File: config.mk
export PLATFORM = sky130hd
export DESIGN_NAME = de_stage_hz_flat
export DESIGN_NICKNAME = d
export VERILOG_FILES = /design/src/rtl/de_stage_hz_pkg.sv /design/src/rtl/de_stage_hz_if.sv /design/src/rtl/de_stage_hz_regfile.sv /design/src/rtl/de_stage_hz.sv /design/src/flat_wrapper.sv
export SDC_FILE = /design/constraint.sdc
export NUM_CORES = 2
export LEC_CHECK = 0
export BUFFER_PORTS_ARGS = -buffer_cell sky130_fd_sc_hd__buf_4
export CAP_MARGIN = 20
export CORE_AREA = 2 2 379 381
export DETAILED_ROUTE_END_ITERATION = 10
export DIE_AREA = 0 0 381 383
export GPL_ROUTABILITY_DRIVEN = 1
export HOLD_SLACK_MARGIN = 0.15
export PLACE_DENSITY = 0.63
export SYNTH_ARGS = -nofsm -noshare
export SYNTH_HDL_FRONTEND = slang
export SYNTH_HIERARCHICAL = 1
export SYNTH_SLANG_ARGS = --single-unit
File: constraint.sdc
create_clock -name clk -period 5.8 [get_ports clk]
set_input_delay 0.58 -clock clk [delete_from_list [all_inputs] [get_ports clk]]
set_output_delay 0.58 -clock clk [all_outputs]
set_load 0.02 [all_outputs]
File: src/rtl/de_stage_hz_pkg.sv
// Shared decode definitions for the decode stage: write-back source codes, the
// control bundle carried through ID/EX, and the control/immediate decoders.
package de_pkg;

  localparam logic [1:0] DATA_SRC_ALU = 2'b00;
  localparam logic [1:0] DATA_SRC_MEM = 2'b01;
  localparam logic [1:0] DATA_SRC_PC4 = 2'b10;

  localparam logic [6:0] OP_LOAD   = 7'b0000011;
  localparam logic [6:0] OP_IMM    = 7'b0010011;
  localparam logic [6:0] OP_AUIPC  = 7'b0010111;
  localparam logic [6:0] OP_STORE  = 7'b0100011;
  localparam logic [6:0] OP_REG    = 7'b0110011;
  localparam logic [6:0] OP_LUI    = 7'b0110111;
  localparam logic [6:0] OP_BRANCH = 7'b1100011;
  localparam logic [6:0] OP_JALR   = 7'b1100111;
  localparam logic [6:0] OP_JAL    = 7'b1101111;

  localparam logic [3:0] ALU_PASS_B = 4'b1001;
  localparam logic [4:0] BR_JUMP    = 5'b10000;

  typedef struct packed {
    logic       alu_a_src;
    logic       alu_b_src;
    logic       ru_wr;
    logic       dm_wr;
    logic [1:0] ru_data_wr_src;
    logic [3:0] alu_op;
    logic [4:0] br_op;
    logic [2:0] dm_ctrl;
  } ctrl_t;

  localparam ctrl_t CTRL_BUBBLE = ctrl_t'('0);

  function automatic ctrl_t control_unit(input logic [31:0] inst);
    ctrl_t      c;
    logic [2:0] f3;
    c  = CTRL_BUBBLE;
    f3 = inst[14:12];
    case (inst[6:0])
      OP_REG:    begin c.ru_wr = 1'b1; c.alu_op = {inst[30], f3}; end
      OP_IMM:    begin
        c.ru_wr = 1'b1; c.alu_b_src = 1'b1;
        c.alu_op = {(f3 == 3'b101) & inst[30], f3};  // only shifts use funct7
      end
      OP_LOAD:   begin
        c.ru_wr = 1'b1; c.alu_b_src = 1'b1;
        c.ru_data_wr_src = DATA_SRC_MEM; c.dm_ctrl = f3;
      end
      OP_STORE:  begin c.dm_wr = 1'b1; c.alu_b_src = 1'b1; c.dm_ctrl = f3; end
      OP_BRANCH: begin c.alu_a_src = 1'b1; c.alu_b_src = 1'b1; c.br_op = {2'b01, f3}; end
      OP_JAL:    begin
        c.ru_wr = 1'b1; c.alu_a_src = 1'b1; c.alu_b_src = 1'b1;
        c.ru_data_wr_src = DATA_SRC_PC4; c.br_op = BR_JUMP;
      end
      OP_JALR:   begin
        c.ru_wr = 1'b1; c.alu_b_src = 1'b1;
        c.ru_data_wr_src = DATA_SRC_PC4; c.br_op = BR_JUMP;
      end
      OP_LUI:    begin c.ru_wr = 1'b1; c.alu_b_src = 1'b1; c.alu_op = ALU_PASS_B; end
      OP_AUIPC:  begin c.ru_wr = 1'b1; c.alu_a_src = 1'b1; c.alu_b_src = 1'b1; end
      default:   c = CTRL_BUBBLE;
    endcase
    return c;
  endfunction

  function automatic logic [31:0] imm_gen(input logic [31:0] inst);
    logic [31:0] imm;
    case (inst[6:0])
      OP_IMM, OP_LOAD, OP_JALR: imm = {{20{inst[31]}}, inst[31:20]};
      OP_STORE:  imm = {{20{inst[31]}}, inst[31:25], inst[11:7]};
      OP_BRANCH: imm = {{19{inst[31]}}, inst[31], inst[7], inst[30:25], inst[11:8], 1'b0};
      OP_LUI, OP_AUIPC: imm = {inst[31:12], 12'b0};
      OP_JAL:    imm = {{11{inst[31]}}, inst[31], inst[19:12], inst[20], inst[30:21], 1'b0};
      default:   imm = '0;
    endcase
    return imm;
  endfunction

endpackage

File: src/rtl/de_stage_hz_if.sv
// Decode-stage signal bundle: IF/DE inputs, write-back port, stall and ID/EX outputs.
interface de_stage_hz_if #(parameter int XLEN = 32);
  logic [31:0]     inst_de;
  logic [XLEN-1:0] pc_de;
  logic            valid_de;
  logic            flush;
  logic [XLEN-1:0] muxData;
  logic [4:0]      rd_wb;
  logic            RuWr_wb;
  logic            stall;
  logic            valid_ex;
  logic [XLEN-1:0] pc_ex, ru1_ex, ru2_ex, ImmExt_ex;
  logic [4:0]      rs1_ex, rs2_ex, rd_ex;
  logic            AluASrc_ex, AluBSrc_ex, RuWr_ex, DMWr_ex;
  logic [1:0]      RUDataWrSrc_ex;
  logic [3:0]      AluOp_ex;
  logic [4:0]      BrOp_ex;
  logic [2:0]      DMCtrl_ex;

  modport slave (
    input  inst_de, pc_de, valid_de, flush, muxData, rd_wb, RuWr_wb,
    output stall, valid_ex, pc_ex, ru1_ex, ru2_ex, ImmExt_ex, rs1_ex, rs2_ex, rd_ex,
           AluASrc_ex, AluBSrc_ex, RuWr_ex, DMWr_ex, RUDataWrSrc_ex, AluOp_ex,
           BrOp_ex, DMCtrl_ex
  );

  modport master (
    output inst_de, pc_de, valid_de, flush, muxData, rd_wb, RuWr_wb,
    input  stall, valid_ex, pc_ex, ru1_ex, ru2_ex, ImmExt_ex, rs1_ex, rs2_ex, rd_ex,
           AluASrc_ex, AluBSrc_ex, RuWr_ex, DMWr_ex, RUDataWrSrc_ex, AluOp_ex,
           BrOp_ex, DMCtrl_ex
  );
endinterface

File: src/rtl/de_stage_hz_regfile.sv
// Architectural register file with optional same-cycle write-through to the read ports.
// Indices at or above NREG never write and always read zero.
module regfile_bypass #(
  parameter int XLEN   = 32,
  parameter int NREG   = 32,
  parameter int BYPASS = 1
) (
  input  logic            clk,
  input  logic            rst,
  input  logic [4:0]      rs1,
  input  logic [4:0]      rs2,
  input  logic [4:0]      rd,
  input  logic            wr_en,
  input  logic [XLEN-1:0] wr_data,
  output logic [XLEN-1:0] rd1,
  output logic [XLEN-1:0] rd2
);
  localparam int RW = $clog2(NREG);

  logic [XLEN-1:0] rf_q [NREG];
  logic [XLEN-1:0] rf_d [NREG];
  logic            wr_ok, rs1_ok, rs2_ok;

  always_comb begin
    wr_ok  = wr_en && (rd != 5'd0) && (int'(rd) < NREG);
    rs1_ok = int'(rs1) < NREG;
    rs2_ok = int'(rs2) < NREG;
    rf_d   = rf_q;
    if (wr_ok) rf_d[rd[RW-1:0]] = wr_data;
    // entry 0 is never written, so x0 reads as zero without a special case
    rd1 = rs1_ok ? rf_q[rs1[RW-1:0]] : '0;
    rd2 = rs2_ok ? rf_q[rs2[RW-1:0]] : '0;
    if ((BYPASS != 0) && wr_ok && (rd == rs1)) rd1 = wr_data;
    if ((BYPASS != 0) && wr_ok && (rd == rs2)) rd2 = wr_data;
  end

  always_ff @(posedge clk) begin
    if (rst) rf_q <= '{default: '0};
    else     rf_q <= rf_d;
  end
endmodule

File: src/rtl/de_stage_hz.sv
// Decode stage: register read with bypass, control/immediate decode, load-use stall,
// and the ID/EX register that takes a bubble on stall or flush.
module de_stage_hz #(
  parameter int XLEN   = 32,
  parameter int NREG   = 32,
  parameter int BYPASS = 1,
  parameter int HAZARD = 1
) (
  input logic          clk,
  input logic          rst,
  de_stage_hz_if.slave bus
);
  import de_pkg::*;

  ctrl_t           ctrl_de, ctrl_d, ctrl_q;
  logic [XLEN-1:0] ru1_de, ru2_de, imm_de;
  logic            valid_d, valid_q;
  logic [XLEN-1:0] pc_d, pc_q, ru1_d, ru1_q, ru2_d, ru2_q, imm_d, imm_q;
  logic [4:0]      rs1_d, rs1_q, rs2_d, rs2_q, rd_d, rd_q;
  logic            load_ex, hazard, stall;

  regfile_bypass #(.XLEN(XLEN), .NREG(NREG), .BYPASS(BYPASS)) u_rf (
    .clk     (clk),
    .rst     (rst),
    .rs1     (bus.inst_de[19:15]),
    .rs2     (bus.inst_de[24:20]),
    .rd      (bus.rd_wb),
    .wr_en   (bus.RuWr_wb),
    .wr_data (bus.muxData),
    .rd1     (ru1_de),
    .rd2     (ru2_de)
  );

  always_comb begin
    ctrl_de = control_unit(bus.inst_de);
    imm_de  = XLEN'($signed(imm_gen(bus.inst_de)));
    load_ex = valid_q && ctrl_q.ru_wr && (ctrl_q.ru_data_wr_src == DATA_SRC_MEM)
              && (rd_q != 5'd0);
    // rs fields are compared whatever the format: an occasional spurious stall is harmless
    hazard  = load_ex && bus.valid_de
              && ((rd_q == bus.inst_de[19:15]) || (rd_q == bus.inst_de[24:20]));
    stall   = (HAZARD != 0) && hazard && !bus.flush;
  end

  always_comb begin
    valid_d = 1'b0;
    ctrl_d  = CTRL_BUBBLE;
    pc_d    = '0;
    ru1_d   = '0;
    ru2_d   = '0;
    imm_d   = '0;
    rs1_d   = '0;
    rs2_d   = '0;
    rd_d    = '0;
    if (!(bus.flush || stall)) begin
      valid_d = bus.valid_de;
      ctrl_d  = ctrl_de;
      pc_d    = bus.pc_de;
      ru1_d   = ru1_de;
      ru2_d   = ru2_de;
      imm_d   = imm_de;
      rs1_d   = bus.inst_de[19:15];
      rs2_d   = bus.inst_de[24:20];
      rd_d    = bus.inst_de[11:7];
      if (!bus.valid_de) begin
        ctrl_d.ru_wr = 1'b0;
        ctrl_d.dm_wr = 1'b0;
        ctrl_d.br_op = '0;
      end
    end
  end

  always_ff @(posedge clk) begin
    if (rst) begin
      valid_q <= 1'b0;
      ctrl_q  <= CTRL_BUBBLE;
      pc_q    <= '0;
      ru1_q   <= '0;
      ru2_q   <= '0;
      imm_q   <= '0;
      rs1_q   <= '0;
      rs2_q   <= '0;
      rd_q    <= '0;
    end else begin
      valid_q <= valid_d;
      ctrl_q  <= ctrl_d;
      pc_q    <= pc_d;
      ru1_q   <= ru1_d;
      ru2_q   <= ru2_d;
      imm_q   <= imm_d;
      rs1_q   <= rs1_d;
      rs2_q   <= rs2_d;
      rd_q    <= rd_d;
    end
  end

  assign bus.stall          = stall;
  assign bus.valid_ex       = valid_q;
  assign bus.pc_ex          = pc_q;
  assign bus.ru1_ex         = ru1_q;
  assign bus.ru2_ex         = ru2_q;
  assign bus.ImmExt_ex      = imm_q;
  assign bus.rs1_ex         = rs1_q;
  assign bus.rs2_ex         = rs2_q;
  assign bus.rd_ex          = rd_q;
  assign bus.AluASrc_ex     = ctrl_q.alu_a_src;
  assign bus.AluBSrc_ex     = ctrl_q.alu_b_src;
  assign bus.RuWr_ex        = ctrl_q.ru_wr;
  assign bus.DMWr_ex        = ctrl_q.dm_wr;
  assign bus.RUDataWrSrc_ex = ctrl_q.ru_data_wr_src;
  assign bus.AluOp_ex       = ctrl_q.alu_op;
  assign bus.BrOp_ex        = ctrl_q.br_op;
  assign bus.DMCtrl_ex      = ctrl_q.dm_ctrl;
endmodule

File: src/flat_wrapper.sv
// flat-port wrapper written by rule: the top's interface ports become plain ports
module de_stage_hz_flat import de_pkg::*;
#(
  parameter int XLEN   = 32,
  parameter int NREG   = 32,
  parameter int BYPASS = 1,
  parameter int HAZARD = 1
)
  (clk, rst, bus_inst_de, bus_pc_de, bus_valid_de, bus_flush, bus_muxData, bus_rd_wb, bus_RuWr_wb, bus_stall, bus_valid_ex, bus_pc_ex, bus_ru1_ex, bus_ru2_ex, bus_ImmExt_ex, bus_rs1_ex, bus_rs2_ex, bus_rd_ex, bus_AluASrc_ex, bus_AluBSrc_ex, bus_RuWr_ex, bus_DMWr_ex, bus_RUDataWrSrc_ex, bus_AluOp_ex, bus_BrOp_ex, bus_DMCtrl_ex);
  de_stage_hz_if #(.XLEN(XLEN)) bus_i ();
  input logic clk;
  input logic rst;
  input wire logic [$bits(bus_i.inst_de)-1:0] bus_inst_de;
  input wire logic [$bits(bus_i.pc_de)-1:0] bus_pc_de;
  input wire logic [$bits(bus_i.valid_de)-1:0] bus_valid_de;
  input wire logic [$bits(bus_i.flush)-1:0] bus_flush;
  input wire logic [$bits(bus_i.muxData)-1:0] bus_muxData;
  input wire logic [$bits(bus_i.rd_wb)-1:0] bus_rd_wb;
  input wire logic [$bits(bus_i.RuWr_wb)-1:0] bus_RuWr_wb;
  output wire logic [$bits(bus_i.stall)-1:0] bus_stall;
  output wire logic [$bits(bus_i.valid_ex)-1:0] bus_valid_ex;
  output wire logic [$bits(bus_i.pc_ex)-1:0] bus_pc_ex;
  output wire logic [$bits(bus_i.ru1_ex)-1:0] bus_ru1_ex;
  output wire logic [$bits(bus_i.ru2_ex)-1:0] bus_ru2_ex;
  output wire logic [$bits(bus_i.ImmExt_ex)-1:0] bus_ImmExt_ex;
  output wire logic [$bits(bus_i.rs1_ex)-1:0] bus_rs1_ex;
  output wire logic [$bits(bus_i.rs2_ex)-1:0] bus_rs2_ex;
  output wire logic [$bits(bus_i.rd_ex)-1:0] bus_rd_ex;
  output wire logic [$bits(bus_i.AluASrc_ex)-1:0] bus_AluASrc_ex;
  output wire logic [$bits(bus_i.AluBSrc_ex)-1:0] bus_AluBSrc_ex;
  output wire logic [$bits(bus_i.RuWr_ex)-1:0] bus_RuWr_ex;
  output wire logic [$bits(bus_i.DMWr_ex)-1:0] bus_DMWr_ex;
  output wire logic [$bits(bus_i.RUDataWrSrc_ex)-1:0] bus_RUDataWrSrc_ex;
  output wire logic [$bits(bus_i.AluOp_ex)-1:0] bus_AluOp_ex;
  output wire logic [$bits(bus_i.BrOp_ex)-1:0] bus_BrOp_ex;
  output wire logic [$bits(bus_i.DMCtrl_ex)-1:0] bus_DMCtrl_ex;
  assign bus_i.inst_de = bus_inst_de;
  assign bus_i.pc_de = bus_pc_de;
  assign bus_i.valid_de = bus_valid_de;
  assign bus_i.flush = bus_flush;
  assign bus_i.muxData = bus_muxData;
  assign bus_i.rd_wb = bus_rd_wb;
  assign bus_i.RuWr_wb = bus_RuWr_wb;
  assign bus_stall = bus_i.stall;
  assign bus_valid_ex = bus_i.valid_ex;
  assign bus_pc_ex = bus_i.pc_ex;
  assign bus_ru1_ex = bus_i.ru1_ex;
  assign bus_ru2_ex = bus_i.ru2_ex;
  assign bus_ImmExt_ex = bus_i.ImmExt_ex;
  assign bus_rs1_ex = bus_i.rs1_ex;
  assign bus_rs2_ex = bus_i.rs2_ex;
  assign bus_rd_ex = bus_i.rd_ex;
  assign bus_AluASrc_ex = bus_i.AluASrc_ex;
  assign bus_AluBSrc_ex = bus_i.AluBSrc_ex;
  assign bus_RuWr_ex = bus_i.RuWr_ex;
  assign bus_DMWr_ex = bus_i.DMWr_ex;
  assign bus_RUDataWrSrc_ex = bus_i.RUDataWrSrc_ex;
  assign bus_AluOp_ex = bus_i.AluOp_ex;
  assign bus_BrOp_ex = bus_i.BrOp_ex;
  assign bus_DMCtrl_ex = bus_i.DMCtrl_ex;
  de_stage_hz #(.XLEN(XLEN), .NREG(NREG), .BYPASS(BYPASS), .HAZARD(HAZARD)) u_core (.clk(clk), .rst(rst), .bus(bus_i));
endmodule
Word level (Yosys, flattened, before mapping)
Index checks and enable logic that the tools add are counted.
{"block": "totals", "regBits": 1186, "input_bits": 106, "out_inout_bits": 163, "wordCells": 117}
{"block": "op_classes", "magnitude_cmp": 4, "eq_ne": 15, "mux": 19, "bitwise_logic": 6, "reduce_logical": 25}
{"op": "1024-bit bitwise mux", "count": 1}
{"op": "32-bit binary-select mux with 5-bit select", "count": 2}
{"op": "32-bit two-way mux", "count": 7}
{"op": "32-bit demux with 5-bit select", "count": 1}
{"op": "32-bit case mux with 5 select lines", "count": 1}
{"op": "7-bit by 6-bit equality test with 1-bit output (second input constant)", "count": 3}
{"op": "7-bit equality test (second input constant)", "count": 3}
{"op": "5-bit equality test", "count": 4}
{"op": "6-bit greater-or-equal comparator (second input constant)", "count": 3}
{"op": "5-bit NOT with 6-bit output", "count": 3}
{"op": "7-bit by 5-bit equality test with 1-bit output (second input constant)", "count": 2}
{"op": "4-bit case mux with 3 select lines", "count": 1}
{"op": "3-bit OR reduction", "count": 4}
{"op": "1-bit logical AND", "count": 10}
{"op": "5-bit case mux with 2 select lines", "count": 1}
{"op": "5-bit nonzero test", "count": 2}
{"op": "2-bit OR reduction", "count": 4}
{"op": "8-bit OR reduction", "count": 1}
{"op": "7-bit by 2-bit equality test with 1-bit output (second input constant)", "count": 1}
{"op": "7-bit OR reduction", "count": 1}
{"op": "6-bit by 1-bit less-than comparator with 1-bit output (second input constant)", "count": 1}
{"op": "1-bit two-way mux", "count": 4}
{"op": "2-bit case mux with 2 select lines", "count": 1}
{"op": "3-bit equality test (second input constant)", "count": 1}
{"op": "5 further kinds", "count": 7}

Logic depth before layout (Yosys ltp)
{"block": "depth", "depth_word": 8, "ltp_mapped": 9, "mapped_depth_nobuf": 5}

By module
The synthesis kept the hierarchy.
{"module": "regfile_bypass", "instances": 1, "cells_per_inst": 5655, "area_each_um2": 51247.9, "seq_area_each_um2": 20499.7}
{"module": "de_stage_hz", "instances": 1, "cells_per_inst": 447, "area_each_um2": 5033.6, "seq_area_each_um2": 3243.1}

Worst setup path after synthesis
Ideal clock, no wire load.
{"block": "synth_path", "path_type": "input-to-reg", "start": "input bus_inst_de[16]", "end": "register u_core.ru1_q[13] (netlist: u_core/bus.ru1_ex[13])", "setup_time_ns": 0.115, "arrival_ns": 2.153, "required_time_ns": 5.685, "path_slack_ns": 3.532, "path_stages": 9, "path_buffers": 4, "path_cell_list": "buf_2 > buf_6 > buf_2 > buf_2 > mux4_2 > o22ai_1 > nor4_1 > mux2_4 > and2_1"}
{"block": "synth_via", "word_cells_on_any_way": 13, "classes_between": "2 x eq/ne; 4 x mux; 1 x bitwise; 6 x reduce/logical"}
{"item": "start: declaration", "line_no": "flat_wrapper.sv:13", "text": "input wire logic [$bits(bus_i.inst_de)-1:0] bus_inst_de;"}
{"item": "5-bit NOT with 6-bit output (implied by the code)", "line_no": "de_stage_hz_regfile.sv:31", "text": "rd1 = rs1_ok ? rf_q[rs1[RW-1:0]] : '0;"}
{"item": "32-bit binary-select mux with 5-bit select", "line_no": "de_stage_hz_regfile.sv:31"}
{"item": "32-bit two-way mux (implied by the code) (2 in series)", "line_no": "de_stage_hz_regfile.sv:31"}
{"item": "32-bit two-way mux (*)", "line_no": "de_stage_hz_regfile.sv:33", "text": "if ((BYPASS != 0) && wr_ok && (rd == rs1)) rd1 = wr_data;"}
{"item": "named net u_core.ru1_de[13]", "line_no": "de_stage_hz.sv:16", "text": "logic [XLEN-1:0] ru1_de, ru2_de, imm_de;"}
{"item": "end signal: assignment", "line_no": "de_stage_hz.sv:88", "text": "ru1_q <= ru1_d;"}
{"item": "end: declaration", "line_no": "de_stage_hz.sv:18", "text": "logic [XLEN-1:0] pc_d, pc_q, ru1_d, ru1_q, ru2_d, ru2_q, imm_d, imm_q;"}
The timed path passes the listed nets; every way through them passes the cells marked *. The select of a mux whose other input is x is not followed.
A chain may end at the register's enable or synchronous reset.

Final worst setup path
{"block": "layout_path", "start": "input bus_inst_de[19]", "end": "register u_core.ru1_q[19] (netlist: u_core/bus.ru1_ex[19])"}
The elaborated chain is that of the path after synthesis.

==> run_results.csv <==
group,metric,value,unit
job,maxCapViolCount,0,
drt,detail_route.wl_per_cell,28.4,um
yosys,synth-edff-count,0,
place,io_buffers,268,
setup_path,start_kind,"input port",
global_route,grt_pass1_wl,326,mm
status,violations,"DRC",
drt,drc,2,
global_route,antenna_found_initial,13,
finish,regArea,23700,um^2
drt,first_pass_iters,9,
timing,setup_tns,0,ns
yosys,synthMuxAreaShare,22.2,%
floorplanning,initial_core_util,39.6,%
cts,clk_pin_slew,0.06,ns
worst_hold_path,min_to,"u_core/bus.rs1_ex[2]",
floorplanning,ios,269,
floorplanning,rows,139,
yosys,synth_fa_ha_area_share,0,%
yosys,synth-seq-cells,1186,
setup_path,ff2ff_setup_slack,3.06,ns
finish,drive_gt1_share,20.5,%
drt,route.antenna.remaining_nets,0,
power_and_ir_drop,ir_drop,0.297,mV
cts,clk-insertion-delay-late,0.79,ns
status,status,"finished, violations left",
timing,finalMaxSlewViolations,0,
place,gp_congestion,0.878,
power_and_ir_drop,power.density,285,nW/um^2
drt,vias,50100,
yosys,yosysTopAreaCell,"dfxtp_1",
floorplanning,fp.dieW,381,um
setup_path,cp-startpoint,"bus_inst_de[19]",
setup_path,rr_startpoint,"u_core/bus.rd_ex[1]",
timing,setup_viol,0,
floorplanning,fp.dieH,383,um
worst_hold_path,min_path_type,"input port to register",
power_and_ir_drop,power.leakage,0.0212,uW
timing,fin_crit,3.22,ns
drt,drt_iter0_markers,7511,
yosys,yosysWarnings,6,
yosys,synth_area_per_cell,9.22,um^2
cts,clk_path_buf_depth,3,
drt,vias_per_cell,6.21,
cts,cts_made_buffers,131,
timing,hold_violations,0,
setup_path,ff2ff_path_depth,6,
cts,cts_htree_levels,4,
yosys,synth_simple_gate_area_share,17.7,%
finish,n_fill_cell,13400,
floorplanning,core_area,142000,um^2
global_route,grtUsageTotal,30.3,%
timing,rsz0062_at_grt,"no",
power_and_ir_drop,swShare,25.7,%
setup_path,crit_type,"input port to register",
yosys,syn_inst,6102,
cts,cts_tree,"yes",
global_route,grt_start_max_net_pins,224,
worst_hold_path,hp-start,"bus_inst_de[17]",
drt,wl,229,mm
yosys,synthFlopType,"dfxtp_1",
cts,cts_sinks,1186,
finish,final_nets,6165,
global_route,grt_pass1_vias,47200,
finish,areaGrowthSynthToFinish,13.6,%
global_route,overflow,0,
power_and_ir_drop,power_frac_clock,45.7,%
setup_path,path_max_fanout,17,
cts,cts_root_buf,"clkbuf_16",
yosys,synth-xor-area-share,0.311,%
worst_hold_path,hold_depth,2,
setup_path,worstPathRequired,6.48,ns
finish,multi_input_area,29800,um^2
power_and_ir_drop,combinationalPowerShare,8.6,%
yosys,synth_cell_types,62,
yosys,synth_area,56300,um^2
yosys,synth-compound-area-share,12.3,%
power_and_ir_drop,power_switching,4680,uW
timing,fin_crit_sh,55.5,%
yosys,ys_async_sr_fraction,0,%
place,pre_cts_slack,2.34,ns
yosys,synth_top_family_by_area,"multiplexers",
cts,cts_resized,0,
yosys,syn-num-nets,6208,
timing,maxSlewHeadroom,19.0,%
yosys,synth_top_area_share,42.2,%
yosys,yosys-top-cells-area,"dfxtp_1, mux4_2, nand2_1",
power_and_ir_drop,p_int,13500,uW
place,dp_hpwl,129,mm
timing,fmax,311,MHz
timing,finClkSkew,0.0237,ns
setup_path,r2r-end,"u_core/bus.ru1_ex[19]",
yosys,seq_area_frac_synth,42.2,%
timing,worst_slew_pin_slew,1.21,ns
power_and_ir_drop,seq_power_share,45.6,%
setup_path,cp-end-kind,"register",
setup_path,worst_ep_arrival_time,3.89,ns
floorplanning,dieArea,146000,um^2
timing,fin_ws,2.58,ns
## timing repair
action	CTS	global route
setup buffers	0	0
endpoints found under the hold margin	76	0
hold buffers	57	0
setup endpoints to repair	0	0
## sequential cells by signal, summed over array words and instances (netlist names)
| name | cells |
|---|---|
| u_core/u_rf/rf_q | 1024 |
| u_core/bus.ImmExt_ex | 32 |
| u_core/bus.pc_ex | 32 |
| u_core/bus.ru1_ex | 32 |
| u_core/bus.ru2_ex | 32 |
| u_core/bus.BrOp_ex | 5 |
| u_core/bus.rd_ex | 5 |
| u_core/bus.rs1_ex | 5 |
| u_core/bus.rs2_ex | 5 |
| u_core/bus.AluOp_ex | 4 |
| u_core/bus.DMCtrl_ex | 3 |
| u_core/bus.RUDataWrSrc_ex | 2 |
| u_core/bus.AluASrc_ex | 1 |
| u_core/bus.AluBSrc_ex | 1 |
| u_core/bus.DMWr_ex | 1 |
| u_core/bus.RuWr_ex | 1 |
| u_core/bus.valid_ex | 1 |
## layout make-up
class	count	share of cell area, %
Multi-Input combinational cell	4290	46.7
Clock inverter	42	0.630
Sequential cell	1186	37.1
Timing Repair Buffer	443	5.81
Tap cell	1903	3.73
Antenna cell	8	0.0313
Clock buffer	188	5.93
Inverter	7	0.0411
## synthesized netlist by cell type, types with 4 or more instances
cell type	count
a21oi_1	1010
nand2_1	2038
a22oi_1	6
nor2_1	42
xnor2_1	16
clkbuf_1	411
or4b_2	4
nor2_2	7
mux4_2	511
buf_4	55
and3_1	16
or4_1	4
nor2_4	4
mux2_4	56
dfxtp_1	1186
nor3b_1	6
mux2i_1	4
buf_6	42
nand3_1	10
and4_1	4
o22ai_1	251
and2_1	112
nor4_1	65
nand3b_1	13
a21oi_2	7
and3b_1	7
nor2b_1	34
buf_1	7
mux2_2	8
or3b_1	4
xor2_1	4
buf_2	101
or3b_2	6
nor3_1	9
inv_1	7
## worst max-delay path by stage
stage,to,slack [ns]
after floorplan,u_core/bus.ru1_ex[13],3.53
after CTS,u_core/bus.ru1_ex[13],2.75
final,u_core/bus.ru1_ex[19],2.58
after global routing,u_core/bus.ru1_ex[19],2.71
after detailed placement,u_core/bus.ru1_ex[27],2.34
after global placement,u_core/bus.ru1_ex[23],2.31
## worst max-delay path: stages
cell and delay [ns]:
dlygate4sd3_1 0.57, buf_4 0.24, or3_2 0.75, buf_4 0.54, o22ai_1 0.27, o41ai_2 0.53, and2_1 0.39
## logic make-up after synthesis
logic type	count (synthesis)
muxes	579
and+or+nand+nor	2399
AOI/OAI and AO/OA	1292
buffers and inverters	626
DFF	1186
xor gates and xnor gates	20
## cells in the final DEF (no fill, tap or decap), types with 19 or more instances in the layout
cell type and instances:
nand2_1 2007, dfxtp_1 1186, a21oi_1 1010, mux4_2 511
buf_4 365, o22ai_1 251, clkbuf_16 136, and2_1 112
nor4_1 65, dlygate4sd3_1 57, mux2_4 56, nor2_4 35
nor2b_1 34, clkbuf_1 33, nand2_2 31, clkinv_2 22
clkbuf_8 19
## through the flow
step | hold slack, ns | instance area, um^2 | std cells | total power [uW] | util [%]
2_1_floorplan | 0.443 | 56300 | 6102 | 9440 | -
3_3_place_gp | 0.448 | 59100 | 7768 | 9970 | 41.5
3_5_place_dp | 0.457 | 59100 | 7771 | 9980 | 41.6
4_1_cts | 0.157 | 63900 | 8058 | 18200 | 44.9
5_1_grt | 0.199 | 63900 | 8063 | 18600 | 44.9
6_report | 0.207 | 63900 | 8067 | 18200 | 44.9
## power groups by stage
stage / clock network, uW / registers (uW) / logic, uW
floorplan: 0 / 8490 / 948
finish: 8320 / 8310 / 1570
global placement: 0 / 8480 / 1490
global route: 8710 / 8310 / 1630
detailed placement: 0 / 8480 / 1500
CTS: 8390 / 8300 / 1530
## routing by layer
layer | up-vias | wire length [um] | part of all wire [%] | global-route usage (%)
met5 | - | 77 | 0.034 | 0
met4 | 12 | 15900 | 6.9 | 18.9
met1 | 24300 | 83900 | 37 | 38.5
li1 | 21300 | - | - | -
met3 | 869 | 29500 | 13 | 8.57
met2 | 3610 | 99500 | 43 | 45.6
(Power assumes the default switching activity.)
